[config.mk]
export PLATFORM = sky130hd
export DESIGN_NAME = shift_arbiter
export DESIGN_NICKNAME = d
export VERILOG_FILES = /design/src/rtl/shift_arbiter.sv
export SDC_FILE = /design/constraint.sdc
export NUM_CORES = 1
export LEC_CHECK = 0
export CAP_MARGIN = 20
export CELL_PAD_IN_SITES_DETAIL_PLACEMENT = 0
export CELL_PAD_IN_SITES_GLOBAL_PLACEMENT = 2
export CORE_MARGIN = 2
export CORE_UTILIZATION = 21
export CTS_CLUSTER_SIZE = 24
export DETAILED_ROUTE_END_ITERATION = 16
export HOLD_SLACK_MARGIN = 0.05
export PLACE_DENSITY = 0.78
export SLEW_MARGIN = 20
export SYNTH_ARGS = -nofsm -noshare
export SYNTH_HDL_FRONTEND = slang
export SYNTH_SLANG_ARGS = --single-unit
[constraint.sdc]
create_clock -name clk -period 1.5 [get_ports clk]
set_clock_uncertainty 0.2 [all_clocks]
set_input_delay 0.225 -clock clk [delete_from_list [all_inputs] [get_ports clk]]
set_output_delay 0.225 -clock clk [all_outputs]
set_load 0.02 [all_outputs]
[src/rtl/shift_arbiter.sv]
// shift_arbiter: shares one external combinational shifter between two
// requesters. Grants one request, registers its operands onto the shifter
// inputs, captures the shifter result and returns it with the requester ID
// over a valid/ready response channel.
//
// state | meaning
// ------+-----------------------------------------------------------------
// IDLE  | waiting for a request; the winner's ready is driven combinationally
// SHIFT | shifter settling on the registered operands
// RESP  | result held on rsp_* until the consumer takes it
module shift_arbiter #(
    parameter int WIDTH      = 16,
    parameter int AMTW       = 4,
    parameter int FIXED_PRIO = 0
) (
    input  logic             clk,
    input  logic             rst,
    input  logic             req0_valid,
    output logic             req0_ready,
    input  logic [WIDTH-1:0] req0_data,
    input  logic             req0_dir,
    input  logic [AMTW-1:0]  req0_amt,
    input  logic             req1_valid,
    output logic             req1_ready,
    input  logic [WIDTH-1:0] req1_data,
    input  logic             req1_dir,
    input  logic [AMTW-1:0]  req1_amt,
    output logic             rsp_valid,
    input  logic             rsp_ready,
    output logic [WIDTH-1:0] rsp_data,
    output logic             rsp_id,
    output logic [WIDTH-1:0] sh_a,
    output logic             sh_ir,
    output logic [AMTW-1:0]  sh_amt,
    input  logic [WIDTH-1:0] sh_y
);

    typedef enum logic [1:0] {
        IDLE  = 2'd0,
        SHIFT = 2'd1,
        RESP  = 2'd2
    } state_t;

    state_t           state_q, state_d;
    logic [WIDTH-1:0] sh_a_q, sh_a_d;
    logic             sh_ir_q, sh_ir_d;
    logic [AMTW-1:0]  sh_amt_q, sh_amt_d;
    logic             id_q, id_d;
    logic             last_q, last_d;
    logic             rsp_valid_q, rsp_valid_d;
    logic [WIDTH-1:0] rsp_data_q, rsp_data_d;
    logic             rsp_id_q, rsp_id_d;

    logic grant;
    logic accept;

    // Grant selection: a lone request wins; on a tie either requester 0
    // (fixed priority) or whoever was not granted last.
    always_comb begin
        grant = 1'b0;
        if (req0_valid && req1_valid) begin
            grant = (FIXED_PRIO != 0) ? 1'b0 : ~last_q;
        end else begin
            grant = ~req0_valid;
        end
    end

    // Acceptance only in IDLE; gated by rst so readys show reset values
    // for the whole time reset is held.
    always_comb begin
        accept     = (state_q == IDLE) && (req0_valid || req1_valid) && !rst;
        req0_ready = accept && !grant;
        req1_ready = accept && grant;
    end

    // Next-state and register-update logic.
    always_comb begin
        state_d     = state_q;
        sh_a_d      = sh_a_q;
        sh_ir_d     = sh_ir_q;
        sh_amt_d    = sh_amt_q;
        id_d        = id_q;
        last_d      = last_q;
        rsp_valid_d = rsp_valid_q;
        rsp_data_d  = rsp_data_q;
        rsp_id_d    = rsp_id_q;
        case (state_q)
            IDLE: begin
                if (accept) begin
                    sh_a_d   = grant ? req1_data : req0_data;
                    sh_ir_d  = grant ? req1_dir  : req0_dir;
                    sh_amt_d = grant ? req1_amt  : req0_amt;
                    id_d     = grant;
                    last_d   = grant;
                    state_d  = SHIFT;
                end
            end
            SHIFT: begin
                rsp_data_d  = sh_y;
                rsp_id_d    = id_q;
                rsp_valid_d = 1'b1;
                state_d     = RESP;
            end
            RESP: begin
                if (rsp_ready) begin
                    rsp_valid_d = 1'b0;
                    state_d     = IDLE;
                end
            end
            default: begin
                rsp_valid_d = 1'b0;
                state_d     = IDLE;
            end
        endcase
    end

    // State and datapath registers; last grant resets to 1 so requester 0
    // wins the first tie.
    always_ff @(posedge clk or posedge rst) begin
        if (rst) begin
            state_q     <= IDLE;
            sh_a_q      <= '0;
            sh_ir_q     <= 1'b0;
            sh_amt_q    <= '0;
            id_q        <= 1'b0;
            last_q      <= 1'b1;
            rsp_valid_q <= 1'b0;
            rsp_data_q  <= '0;
            rsp_id_q    <= 1'b0;
        end else begin
            state_q     <= state_d;
            sh_a_q      <= sh_a_d;
            sh_ir_q     <= sh_ir_d;
            sh_amt_q    <= sh_amt_d;
            id_q        <= id_d;
            last_q      <= last_d;
            rsp_valid_q <= rsp_valid_d;
            rsp_data_q  <= rsp_data_d;
            rsp_id_q    <= rsp_id_d;
        end
    end

    assign sh_a      = sh_a_q;
    assign sh_ir     = sh_ir_q;
    assign sh_amt    = sh_amt_q;
    assign rsp_valid = rsp_valid_q;
    assign rsp_data  = rsp_data_q;
    assign rsp_id    = rsp_id_q;

endmodule
; ---- Word-level counts from Yosys, hierarchy flattened
; Cells that the tools add are included.
[word_totals]
regBits = 43
latchBits = 0
ramBits = 0
romBits = 0
input_bits = 63
out_inout_bits = 41
memories = 0
[op_classes]
add_sub_neg = 0
mul = 0
div_mod_pow = 0
n_lt_le_gt_ge = 0
n_eq_ne = 4
n_shift = 0
mux = 9
bitwise = 3
n_reduce_logical = 12
[op_table]
columns = op, count
row1 = 2-to-1 mux 16 bit, 1
row2 = one-hot mux 2 bit (3 select lines), 1
row3 = AND reduction 2 bit, 3
row4 = logical AND 1 bit, 5
row5 = 2-to-1 mux 2 bit, 2
row6 = 2-to-1 mux 4 bit, 1
row7 = "!= test 2 bit, second input constant", 2
row8 = 2-to-1 mux 1 bit, 3
row9 = NOT 1 bit, 3
row10 = one-hot mux 1 bit (3 select lines), 1
row11 = "== test 2 x 1 -> 1 bit, second input constant", 1
row12 = "== test 2 bit, second input constant", 1
row13 = zero test 1 bit, 2
row14 = zero test 2 bit, 1
row15 = logical OR 1 bit, 1

; ---- Depth between registers and ports, before layout
; Gate-level depths: netlist of run 1.
[depth]
ltp_word = 5
mapped_depth = 5
depth_no_buf = 4

; ---- Worst setup path before layout of run 1
; Ideal clock, no wire load.
[synth_timing]
kind = register to output
startpoint = register last_q
endpoint = output port req0_ready
arrival_ns = 1.280
required_time_ns = 1.075
setup_slack_ns = -0.205
path_stages_with_launch = 5
path_cell_list = dfstp_2 and2b_1 buf_2 nand3b_1 inv_1
[synth_between]
elab_chain_len = 4
[synth_lines]
columns = item, line_no
row1 = start: declaration, 49  ; logic last_q, last_d;
row2 = start signal: assignment, 136  ; last_q <= last_d;
row3 = NOT 1 bit, 62  ; grant = (FIXED_PRIO != 0) ? 1'b0 : ~last_q;
row4 = 2-to-1 mux 1 bit, 61  ; if (req0_valid && req1_valid) begin
row5 = zero test 1 bit, 72  ; req0_ready = accept && !grant;
row6 = logical AND 1 bit, 72
row7 = end: declaration, 19  ; output logic req0_ready,
; No other way between the ends.

; ---- Worst setup path after layout of run 1
; Same ends and word-level chain as after synthesis.

==> PnR_summary.wiki, run 1 <==
{| class="wikitable"
! Metric !! Value
|-
| Outcome || finished with violations
|-
| Violated checks || negative setup slack
|-
| Leading post-synthesis cells by instance count || 42 x sky130_fd_sc_hd__dfrtp_1, 22 x sky130_fd_sc_hd__nand2_1, 21 x sky130_fd_sc_hd__a221o_1, 21 x sky130_fd_sc_hd__nor3_2, 17 x sky130_fd_sc_hd__mux2_2
|-
| Top cells by area, synth || sky130_fd_sc_hd__dfrtp_1 54%, sky130_fd_sc_hd__a221o_1 11%, sky130_fd_sc_hd__nor3_2 11%
|-
| Portion of synthesized cell area occupied by the leading cell type || 53.6%
|-
| Min setup slack post-route || -0.342 ns
|-
| VDD IR-drop max || 0.449 mV
|-
| Post-layout util || 38.9%
|-
| DP Worst Slack || -0.745 ns
|-
| Overall power || 5.74 mW
|-
| Length of routed wiring on met1 || 2530 µm
|-
| Sink Count || 43
|-
| DIE WIDTH || 101 µm
|-
| Clock latency of the later-clocked register in the worst-skew pair || 0.29 ns
|-
| Clock tree from TritonCTS || yes
|-
| Achievable clock frequency || 0.543 GHz
|-
| Unrepaired setup endpoints after global routing || yes
|-
| Max-cap violations || 0
|-
| Proportion of layout cells with a drive suffix above 1 || 29.6%
|-
| Setup tns final || -7.14 ns
|-
| Commonest register cell after synthesis || sky130_fd_sc_hd__dfrtp_1
|-
| Iteration count of the initial detailed-routing pass || 4
|-
| Power density relative to cell area || 1610 nW/µm²
|-
| ANT cells || 0
|-
| Max layer used || met4
|-
| Post-synthesis cell count || 152
|-
| Die area || 10100 µm²
|-
| Final net count || 339
|-
| Number of enable flip-flop cells after synthesis || 0
|-
| Post-Syn Area || 1960 µm²
|-
| Netlist cell types || 23
|-
| Weighted congestion at the end of routability-driven global placement || 0.724
|-
| Slew HR || 69.2%
|-
| Critical path data required time || 1.07 ns
|-
| Final count of pins violating max slew || 0
|-
| Vias in the first global route || 1795
|-
| Number of remaining DRC errors || 0
|-
| Maximum fanout count along the critical path || 3
|-
| First-pass GRT wire length || 9350 µm
|-
| Startpoint class of the critical path || register
|-
| Number of setup violations in the final report || 40
|-
| Layout-stage area growth over the synthesis result || 81.7%
|-
| Final wirelength || 6010 µm
|-
| Crit Path Class || reg2out
|-
| Post-synthesis sequential area ratio || 54.9%
|-
| Detailed placement HPWL || 4010 µm
|-
| Overflow left after global routing || 0
|-
| Clk pin slew, worst setup/hold paths || 0.08 ns
|-
| Finished Cell Area || 3560 µm²
|-
| Number of buffers on the longest clock path || 2
|-
| Level count of the clock H-tree || 2
|-
| Effective utilization at floorplan || 21.4%
|-
| Overall die height || 101 µm
|-
| Met3 wirelength from detailed routing || 351 µm
|-
| Pin count of the biggest net entering global routing || 23
|-
| Hold Fails Final Rpt || 0
|-
| Combined global-route utilization of all metal layers || 11.9%
|-
| Library cell with the highest instance count after synthesis || sky130_fd_sc_hd__dfrtp_1
|-
| Crit. End Element || primary output
|-
| Warnings, synthesis || 0
|-
| Area of the core region || 9150 µm²
|-
| Num ports || 104
|-
| Average cell area after synthesis || 12.9 µm²
|-
| Cts bufs inserted || 5
|-
| Final ANT Viol Nets || 0
|-
| Final worst path period need || 1.84 ns
|-
| Share of the cycle needed by the critical path after routing || 123%
|-
| Arrival time of the worst setup path || 1.42 ns
|-
| Number of antenna violations at the first check in global routing || 0
|-
| Cell taking the most area after synthesis || sky130_fd_sc_hd__dfrtp_1
|-
| Post-detailed-route wirelength per cell || 15.5 µm
|-
| Total number of placement rows || 35
|-
| Routed length on met2 || 3030 µm
|-
| Root cell of the clock tree || sky130_fd_sc_hd__clkbuf_8
|-
| Share of flip-flops with an asynchronous set or reset after synthesis || 100%
|-
| Class of the tightest hold or removal check || in2async
|-
| Leakage || 1.57 nW
|-
| Detail-routed via count per cell || 4.30
|-
| #FFs+latches synth || 43
|-
| Net Count, Synth || 215
|-
| Total via count after detailed routing || 1670
|-
| Area after DPL || 3220 µm²
|-
| Count of input and output buffers || 103
|-
| Slew of the pin with the lowest slew margin || 0.463 ns
|-
| First DRT Iteration DRCs || 47
|}
==> routing by layer <==
metal,vias up,global-route usage [%]
li1,812,-
met1,785,14.6
met2,65,20.8
met3,8,2.50
met4,0,4.00
met5,-,0
==> cells by family after synthesis <==
group	synth area share [%]
AO/OA/AOI/OAI	12.9
buffers and inverters	5.04
flip-flops	54.9
multiplexers	9.76
AND/OR/NAND/NOR	17.3
==> report_power, final <==
group | leakage [nW] | total [mW] | internal, mW | switching, mW
clock | 0.0412 | 0.736 | 0.326 | 0.410
sequential | 0.518 | 2.00 | 1.71 | 0.290
combinational | 1.01 | 3.00 | 1.54 | 1.46
==> cell type report <==
class                   count  area [µm²]
inverters                   3        11.3
fillers                   918        5590
clock buffers               6        72.6
multi-input cells          94         923
repair buffers            129        1330
well taps                 111         139
flip-flops and latches     43        1080
clock inverters             2        12.5
==> what timing repair did <==
item / 4_1_cts / 5_1_grt
setup endpoints to repair: 79 / 40
resized for setup: 84 / 19
setup buffers: 2 / 5
cloned: 3 / 1
pin swaps: 1 / 17
hold buffers: 0 / 0
hold endpoints to repair: 0 / 0
==> path summary, 6_finish.rpt <==
kind / start / endpoint / slack, ns / depth (start not counted)
min in group clk: rsp_valid$_DFFE_PP0P_ / rsp_valid$_DFFE_PP0P_ / 0.28 / 1
setup reg to reg: last_q$_DFFE_PP1P_ / sh_a[4]$_DFFE_PP0P_ / -0.31 / 7
setup / recovery: last_q$_DFFE_PP1P_ / req0_ready / -0.34 / 4
hold reg to reg: rsp_valid$_DFFE_PP0P_ / rsp_valid$_DFFE_PP0P_ / 0.28 / 1
hold / removal: rst / id_q$_DFFE_PP0P_ / 0.15 / 3
max in group asynchronous: rst / sh_a[14]$_DFFE_PP0P_ / 0.58 / 4
==> stage by stage <==
stage                     instances  hold slack, ns
after global placement          372           0.266
after floorplan                 152           0.170
final                           388           0.154
after global routing            388           0.163
after detailed placement        372           0.268
after CTS                       385           0.140
==> sequential cells by signal, indices dropped and copies added, names as in the netlist <==
| register | cells |
|---|---|
| id_q | 1 |
| last_q | 1 |
| rsp_data | 16 |
| rsp_id | 1 |
| rsp_valid | 1 |
| sh_a | 16 |
| sh_amt | 4 |
| sh_ir | 1 |
| state_q | 2 |
==> critical path: stages (launching register included) <==
cell and delay, ns:
sky130_fd_sc_hd__dfstp_2 0.54, sky130_fd_sc_hd__and2b_1 0.19, sky130_fd_sc_hd__nand3b_1 0.20, sky130_fd_sc_hd__inv_2 0.08, sky130_fd_sc_hd__buf_6 0.11
==> placed cells by master (no fill, tap or decap), drive strengths merged <==
cell	synthesis	final
a221o	21	21
nor3	22	22
dfstp	1	1
o21ai	2	2
nand3b	1	1
nor2	1	1
mux2	17	17
clkinvlp	0	1
clkdlybuf4s50	0	62
and3	1	1
or3	1	1
clkbuf	2	7
clkinv	0	1
a21o	1	1
dlygate4sd2	0	39
and2b	1	1
nand2	22	22
dfrtp	42	42
nor2b	1	1
buf	10	27
inv	3	3
o21a	3	3
Note: power is estimated with default switching activity, not from simulation.
==> run 2, diff against run 1 <==
--- a/constraint.sdc
+++ b/constraint.sdc
@@ -4,2 +4,2 @@
 set_output_delay 0.225 -clock clk [all_outputs]
-set_load 0.02 [all_outputs]
+set_load 0.01 [all_outputs]
==> run 2 against run 1 <==
  * The run still ends with negative setup slack left
  * Global-route usage shrank 0.71 points
  * Register-to-register slack gained 0.06 ns
  * Sequential cell count is the same
  * Die area is the same
  * Sequential power is essentially flat
==> PnR_summary.wiki, run 2 (synthesis gave the netlist of run 1 again) <==
{| class="wikitable"
! Metric !! Value
|-
| Outcome || finished with violations
|-
| Number of buffers on the longest clock path || 2 (unchanged)
|-
| Sequential cell fraction of total power || 37.5% (+2.6 points)
|-
| Achievable clock frequency || 0.553 GHz (+1.8%)
|-
| Hold Fails Final Rpt || 0 (unchanged)
|-
| Overflow left after global routing || 0 (unchanged)
|-
| Layout-stage area growth over the synthesis result || 82.0%
|-
| Number of antenna violations at the first check in global routing || 0 (unchanged)
|-
| Ordered list of cells on the worst path || and2b_1 > nand3b_1 > inv_2 > buf_6
|-
| Pin count of the biggest net entering global routing || 22 (-4.3%)
|-
| Number of setup violations in the final report || 44 (+10%)
|-
| Buffering stage count on the worst path with inverters included || 2 (unchanged)
|-
| Root cell of the clock tree || sky130_fd_sc_hd__clkbuf_8
|-
| Power density relative to cell area || 1500 nW/µm² (-7.0%)
|-
| Dominant delay contributor by cell family on the critical path || flip-flops
|-
| Cts bufs inserted || 5 (unchanged)
|-
| Num ports || 104 (unchanged)
|-
| Overall power || 5.34 mW (-6.9%)
|-
| Slew HR || 76.1% (+6.9 points)
|-
| Arrival time of the worst setup path || 1.38 ns (-0.04 ns)
|-
| Total number of placement rows || 35 (unchanged)
|-
| Number of remaining DRC errors || 0 (unchanged)
|-
| Final net count || 343 (+1.2%)
|-
| Effective utilization at floorplan || 21.4% (unchanged)
|-
| Switching Fraction || 32.3% (-5.4 points)
|-
| Level count of the clock H-tree || 2 (unchanged)
|-
| Count of input and output buffers || 103 (unchanged)
|-
| Combinational share of power || 49.1% (-3.2 points)
|-
| Combined global-route utilization of all metal layers || 11.2% (-0.71 points)
|-
| Slew of the pin with the lowest slew margin || 0.359 ns (-0.104 ns)
|-
| Final Instance Count excl. Fillers || 392 (+1.0%)
|-
| VDD IR-drop max || 0.414 mV (-7.8%)
|-
| Highest-count cells in the layout ignoring fill and taps || 61 x sky130_fd_sc_hd__clkdlybuf4s50_1, 42 x sky130_fd_sc_hd__dfrtp_1, 40 x sky130_fd_sc_hd__dlygate4sd2_1
|-
| First DRT Iteration DRCs || 54 (+15%)
|-
| Final wirelength || 5920 µm (-1.4%)
|-
| Detail-routed via count per cell || 4.38 (+1.7%)
|-
| Area of the core region || 9150 µm² (unchanged)
|-
| Clock latency of the later-clocked register in the worst-skew pair || 0.29 ns (about the same)
|-
| Worst hold slack after final layout || 0.293 ns (+0.139 ns)
|-
| Detailed placement HPWL || 4010 µm (-0.20%)
|-
| Share of the cycle needed by the critical path after routing || 121% (-2.1 points)
|-
| Total via count after detailed routing || 1716 (+2.8%)
|-
| Power dissipated by switching net loads || 1.73 mW (-20%)
|-
| Total internal power || 3.62 mW (+1.1%)
|-
| Clk pin slew, worst setup/hold paths || 0.09 ns (about the same)
|-
| FILL cells || 935 (+1.9%)
|-
| Min setup slack post-route || -0.310 ns (+0.0321 ns)
|-
| Unrepaired setup endpoints after global routing || yes
|-
| Die area || 10100 µm² (unchanged)
|-
| Critical path data required time || 1.07 ns (about the same)
|-
| Setup slack, reg-to-reg || -0.25 ns (+0.06 ns)
|-
| Fraction of power consumed by the clock network || 13.4% (+0.6 points)
|-
| Crit Path Class || reg2out
|-
| ANT cells || 0 (unchanged)
|-
| DIE WIDTH || 101 µm (unchanged)
|-
| Vias in the first global route || 1794 (-0.056%)
|-
| Weighted congestion at the end of routability-driven global placement || 0.656 (-9.5%)
|-
| Class of the tightest hold or removal check || reg2reg
|-
| Final ANT Viol Nets || 0 (unchanged)
|-
| Crit. End Element || primary output
|-
| Final worst path period need || 1.81 ns (-0.0321 ns)
|-
| Post-detailed-route wirelength per cell || 15.1 µm (-2.4%)
|-
| Overall die height || 101 µm (unchanged)
|-
| Violated checks || negative setup slack
|-
| Startpoint class of the critical path || register
|-
| Iteration count of the initial detailed-routing pass || 4 (unchanged)
|-
| Most common cell after layout, fill and taps aside || sky130_fd_sc_hd__clkdlybuf4s50_1
|-
| Cell with the largest stage delay on the worst path || sky130_fd_sc_hd__dfstp_2
|-
| Proportion of layout cells with a drive suffix above 1 || 30.2% (+0.65 points)
|-
| Sink Count || 43 (unchanged)
|-
| Maximum fanout count along the critical path || 2 (-1)
|-
| Clock tree from TritonCTS || yes
|-
| Longest individual stage delay on the worst path || 0.54 ns (about the same)
|-
| First-pass GRT wire length || 8890 µm (-4.9%)
|-
| Leakage || 1.59 nW (+1.7%)
|-
| Max-cap violations || 0 (unchanged)
|-
| Final count of pins violating max slew || 0 (unchanged)
|-
| Cell Count Post-Placement || 371 (-0.27%)
|}
-- run 2: cell types whose count changed in the layout (fill, tap and decap cells not counted), sizes merged --
cell,before,now
clkinvlp,1,0
dlygate4sd2,39,40
dlygate4sd3,0,1
clkbuf,7,5
clkinv,1,3
buf,27,31
clkdlybuf4s50,62,61
-- run 2: path summary, 6_finish.rpt --
path / from / endpoint / cells past startpoint
worst max register to register: state_q[1]$_DFFE_PP0P_ / sh_a[4]$_DFFE_PP0P_ / 6
worst min-delay path: rsp_valid$_DFFE_PP0P_ / rsp_valid$_DFFE_PP0P_ / 1
worst min register to register: rsp_valid$_DFFE_PP0P_ / rsp_valid$_DFFE_PP0P_ / 1
max in group asynchronous: rst / sh_a[13]$_DFFE_PP0P_ / 5
worst max-delay path: last_q$_DFFE_PP1P_ / req0_ready / 4
min in group asynchronous: rst / state_q[0]$_DFFE_PP0P_ / 4
-- run 2: worst register-to-register path, cell delays in order, from the launching register on --
cell and delay, ns:
sky130_fd_sc_hd__dfrtp_1 0.41, sky130_fd_sc_hd__buf_6 0.13, sky130_fd_sc_hd__nor3_4 0.15, sky130_fd_sc_hd__buf_4 0.15, sky130_fd_sc_hd__o21ai_4 0.09, sky130_fd_sc_hd__buf_12 0.16
sky130_fd_sc_hd__a221o_1 0.33
-- run 2: layout make-up --
cell class              instances  area (µm²)  share of cell area, %
clock buffers                   5        68.8                   1.93
clock inverters                 3        15.0                  0.421
inverters                       3        13.8                  0.386
multi-input cells              94         876                   24.5
flip-flops and latches         43        1080                   30.2
well taps                     111         139                   3.89
repair buffers                133        1380                   38.7
-- run 2: power by group through the flow --
stage	registers [mW]	clock network, mW	logic [mW]
finish	2.01	0.717	2.62
global route	2.08	0.816	2.80
CTS	2.00	0.778	2.48
detailed placement	2.02	0	2.62
global placement	2.02	0	2.59
floorplan	2.26	0	0.892
-- run 2: per-layer routing --
| metal | share of wire [%] | track usage (%) | vias up | wire length (µm) |
|---|---|---|---|---|
| met5 | 0 | 0 | - | 0 |
| met4 | 1.1 | 3.16 | 0 | 68 |
| met3 | 7.1 | 2.77 | 5 | 418 |
| met2 | 49 | 19.4 | 73 | 2930 |
| met1 | 42 | 13.9 | 826 | 2510 |
| li1 | - | - | 812 | - |
-- run 2: through the flow --
stage	utilization, %	worst slack (ns)	cell area [µm²]	TNS (ns)
floorplan	-	-0.0888	1980	-0.302
global placement	35.5	-0.672	3250	-11.99
detailed placement	35.5	-0.664	3250	-12.49
CTS	38.1	-0.324	3490	-6.32
global route	39.0	-0.375	3570	-9.86
finish	39.0	-0.310	3570	-7.25
-- run 2: what timing repair did --
action	4_1_cts	5_1_grt
hold buffers	1	0
buffers inserted	7	3
endpoints found under the setup margin	79	43
gates resized for setup	68	23
hold endpoints to repair	3	0
pin swaps	16	2
cloned	3	0
==> RTL edit 1, RTL diff (flow settings as in run 1) <==
Reset style: synchronous (`rst`), changed in one clocked block.
--- a/src/rtl/shift_arbiter.sv
+++ b/src/rtl/shift_arbiter.sv
@@ -117,5 +117,5 @@
     // State and datapath registers; last grant resets to 1 so requester 0
     // wins the first tie.
-    always_ff @(posedge clk or posedge rst) begin
+    always_ff @(posedge clk) begin
         if (rst) begin
             state_q     <= IDLE;
Behaviour: differs if rst is asserted again (counterexample within 4 cycles, from zero or initial values and one cycle with rst high); with rst held inactive, the same outputs for 10 cycles.
==> RTL edit 1 against run 1 <==
  * The flow still finishes with violations (setup timing)
  * Final area down 0.81%
  * First-iteration DRC count fell by 13%
  * Routed wire length decreased by 6.0%
  * Fmax grew 7.3%
  * Area after synthesis down 7.5%
  * Global-route usage fell by 0.17 points
  * Highest routed layer unchanged
  * Setup slack better by 120 ps
  * Die area fell by 7.2%
  * Sequential cell count stayed put
Power is not compared: it rests on default switching activity, and its combinational part moved more than twofold at a synthesized area within 25%.
==> RTL edit 1: results <==
[cts]
clock_insertion_delay_worst_skew_ps = 290
clockRootBuffer = "clkbuf_8"
clkSlewWorstSetupHoldPaths_ps = 80
ctsHtreeMaxLevel = 2
ctsLongestPathBuffers = 2
cts_made_buffers = 5

[yosys]
netlist_top_cells_area = "dfxtp_1 47%, mux2i_1 12%, nand2_1 7.7%"
synth_fp_nets = 256
synth_top_cells_by_count = "43 x dfxtp_1, 37 x nand2_1, 25 x nor2_1"
yosysSeqAreaShare = 0.4745
mean_instance_size_in_the_synthesized_netlist_sq_um = 9.400
ys_warn_count = 0
async_flop_share = 0
synthFlopType = "dfxtp_1"
ys_types = 23

[global_routing]
grt_start_max_net_pins = 25
antenna_found_initial = 0
first_global_vias = 1776
grtUsageTotal = 0.1176
grt_first_pass_wirelength_mm = 9.025
globalRouteOverflowTotal = 0

[detailed_routing]
first_pass_iters = 4
final_routed_wire_length_divided_by_cell_count_microns = 13.07
dr.first_iter.drc_count = 41
vias_per_cell = 4.211

[worst_setup_path]
cp.arrival_ps = 1290
setup.worst_path.end = "req1_ready"
reg2reg_slack_ps = -60
r2r.worst_path.cells = 5
critical-path-slowest-cell = "dfxtp_4"
worst_path_largest_cell_delay_ps = 380
worstSetupStartpoint = "state_q[0]"
cp_top_family = "flip-flops"
r2r_start = "last_q"
crit_path_max_fanout = 3
rr_endpoint = "sh_ir"

[run_status]
run_status = "finished with violations"
failed_checks = "setup timing"

[pwr]
leakagePower_nw = 1.503
pg_clk_uw = 821
logic_power_comb_mw = 1.03
max-vdd-ir-drop_mv = 0.3726
power.switching_fraction = 0.2948

[placed_design]
dp_hpwl_mm = 3.809
gp_congestion = 0.6523
port_buffers = 103
place_inst = 405
dp_slack_ps = -708.5

[sta]
max_freq_ghz = 0.5824
setup_slack_ps = -217.1
setup_viol = 16
worst_slew_pin_slew_ps = 283.8

[layout]
layout.cells.non_filler = 432
num_antenna_cells = 0
layout-drive-gt1-share = 0.2844
nNetsFinal = 389

[worst_hold_path]
holdCritPathClass = "in2reg"
RTL edit 1: metrics by stage:
step | cell area [sq um] | setup TNS (ps) | power, mW
CTS | 3374 | -532.4 | 3.133
global placement | 3057 | -12370 | 2.198
floorplan | 1814 | 0 | 1.742
global route | 3536 | -2069 | 3.342
finish | 3536 | -771.7 | 3.150
detailed placement | 3057 | -12620 | 2.205
RTL edit 1: worst reg2reg max path, cell delays in order (launching register included):
cell and delay, ps:
dfxtp_4 360, o21ai_4 240, buf_6 160, clkbuf_16 160
mux2i_1 230, a211oi_2 90
RTL edit 1: cell families (layout without fill, tap and decap cells):
logic type,count (synthesis),after routing,share of synthesized area
DFF,43,43,0.4745
buffers and inverters,16,150,0.05517
muxes,21,21,0.1159
AOI/OAI and AO/OA,43,43,0.1897
and+or+nand+nor,70,70,0.1648
RTL edit 1: worst min-delay path by stage:
stage                       startpoint      endpoint  depth (start not counted)  slack, ps
after global placement    rsp_data[13]  rsp_data[13]                          2        240
final                              rst       sh_a[2]                          3        230
after global routing               rst       sh_a[2]                          3        240
after floorplan               sh_y[10]  rsp_data[10]                          2        160
after CTS                          rst      sh_a[13]                          3        220
after detailed placement   rsp_data[4]   rsp_data[4]                          2        250
RTL edit 1: timing repair:
item,4_1_cts,5_1_grt
hold buffers,0,0
pin swaps,17,10
setup endpoints to repair,62,23
cloned,3,1
buffers inserted,14,7
resized for setup,74,43
RTL edit 1: metal layers:
layer / track usage / share of wire
met2: 0.1928 / 0.48
met1: 0.1461 / 0.44
met5: 0 / 0
met3: 0.04191 / 0.067
met4: 0.03250 / 0.012
RTL edit 1: cell type report:
type                       count  area, sq um
inverter                       2        20.02
multi-input combinational    134         1007
timing repair buffer         140         1401
fill                         830         4763
clock buffer                   7        96.34
clock inverter                 1        7.507
sequential                    43        872.1
tap                          105        131.4
==> RTL edit 2, RTL diff (flow settings as in run 1) <==
Without the edit above. `WIDTH`: 16 -> 32.
--- a/src/rtl/shift_arbiter.sv
+++ b/src/rtl/shift_arbiter.sv
@@ -10,5 +10,5 @@
 // RESP  | result held on rsp_* until the consumer takes it
 module shift_arbiter #(
-    parameter int WIDTH      = 16,
+    parameter int WIDTH      = 32,
     parameter int AMTW       = 4,
     parameter int FIXED_PRIO = 0
Interface: changed (5 resized); port bits go from 104 to 184. No check against the original RTL was run, so the function may have changed too.
==> RTL edit 2 against run 1 <==
  * The run still ends with setup timing left
  * Total power grew 89%
  * Die area grew 70%
  * Non-clock buffer count grew 82
  * Combinational power grew 66%
  * Register-to-register slack gained 60 ps
  * Sequential cell count grew 32
  * Via count grew 77%
  * Setup slack gained 91 ps
  * Routed wire length grew 86%
  * Final area grew 70%
  * Sequential share of layout area grew 0.69 points
  * Area after synthesis grew 73%
==> RTL edit 2: results <==
[sta]
setup_slack_ps = -251.0
setup_viol = 74
final_hold_slack_ps = 72.32
maxSlewHeadroom = 0.7851
finalHoldViolCount = 0

[global_routing]
use_met1 = 0.1607
first_global_vias = 3246
grtUsageTotal = 0.1295
grtUsageMet3 = 0.03897
grt_first_pass_wirelength_mm = 17.73
grt_util_met2 = 0.2117
grt_start_max_net_pins = 38

[pwr]
seq_power_share = 0.325
power.switching_fraction = 0.3643
leakagePower_nw = 2.519
max-vdd-ir-drop_mv = 0.5640

[worst_setup_path]
cp.arrival_ps = 1330
r2r_start = "state_q[0]"
rr_endpoint = "sh_a[2]"
setup.worst_path.end = "req1_ready"
r2r.worst_path.cells = 5

[yosys]
yosysSeqAreaShare = 0.5518
netlist_top_cells_area = "dfrtp_1 54%, mux2_2 11%, a221o_1 11%"
synth_fa_ha_area_frac = 0
synth_fp_nets = 372
synth_xor_xnor_area_share = 0
synth_top_cells_by_count = "74 x dfrtp_1, 38 x nand2_1, 37 x a221o_1"
post_synthesis_mux_area_share = 0.1092
ys_types = 24
synth_compound_area_frac = 0.1206

[run_status]
run_status = "finished with violations"
failed_checks = "setup timing"

[floorplanning]
row_count = 46

[detailed_routing]
dr.first_iter.drc_count = 110
met2_length_mm = 5.261
totalWireLength_mm = 11.15
route.layer.met1.wl_mm = 4.943
first_pass_iters = 4
routed-via-count = 2951
met3_wirelength_microns = 755

[layout]
layout-drive-gt1-share = 0.2694
nNetsFinal = 570
filler_cell_count = 1583

[cts]
ctsHtreeMaxLevel = 3
clkSlewWorstSetupHoldPaths_ps = 60
clock_insertion_delay_worst_skew_ps = 330
clockRootBuffer = "clkbuf_16"
cts_made_buffers = 9

[worst_hold_path]
holdCritPathClass = "in2reg"
hold_path_end = "last_q"

[placed_design]
port_buffers = 183
gp_congestion = 0.7218
placement.cell_area_sq_um = 5590
dp_hpwl_mm = 7.874
[RTL edit 2: cell types whose count changed after synthesis, moves of 2 or more]
cell            run 1  this run
buf_4               2         0
a221o_1            21        37
mux2_2             17        33
buf_6               4         7
nor3_2             21        31
nor3_1              1         7
buf_2               4        10
nand2_1            22        38
buf_12              0         3
dfrtp_1            42        74
[RTL edit 2: layout make-up]
type / count / area [sq um] / area share
Clock buffer: 9 / 225.2 / 0.03707
Tap cell: 216 / 270.3 / 0.04448
Inverter: 3 / 17.52 / 0.002883
Timing Repair Buffer: 211 / 2187 / 0.3600
Clock inverter: 7 / 100.1 / 0.01647
Sequential cell: 75 / 1878 / 0.3091
Multi-Input combinational cell: 159 / 1398 / 0.2300
[RTL edit 2: kinds of logic (layout without fill, tap and decap cells)]
| kind of cell | Yosys count | after routing |
|---|---|---|
| buf+inv | 27 | 230 |
| compound gates | 43 | 43 |
| simple gates | 83 | 83 |
| flops | 75 | 75 |
| mux | 33 | 33 |
[RTL edit 2: timing repair]
| item | CTS | global route |
|---|---|---|
| buffers inserted | 4 | 1 |
| gates resized for setup | 100 | 47 |
| cloned | 2 | 1 |
| hold endpoints to repair | 74 | 0 |
| pin swaps | 2 | 0 |
| hold buffers | 1 | 0 |
| endpoints found under the setup margin | 143 | 111 |
[RTL edit 2: stage by stage]
step / util / total power [mW] / setup slack (ps) / TNS [ps] / std cells
6_report: 0.3825 / 10.86 / -251.0 / -12960 / 680
5_1_grt: 0.3825 / 11.43 / -321.0 / -17610 / 680
4_1_cts: 0.3756 / 10.86 / -282.2 / -10940 / 679
3_5_place_dp: 0.3519 / 8.953 / -827.0 / -31210 / 656
3_3_place_gp: 0.3519 / 8.874 / -807.2 / -29310 / 656
2_1_floorplan: - / 6.255 / -128.9 / -3247 / 261
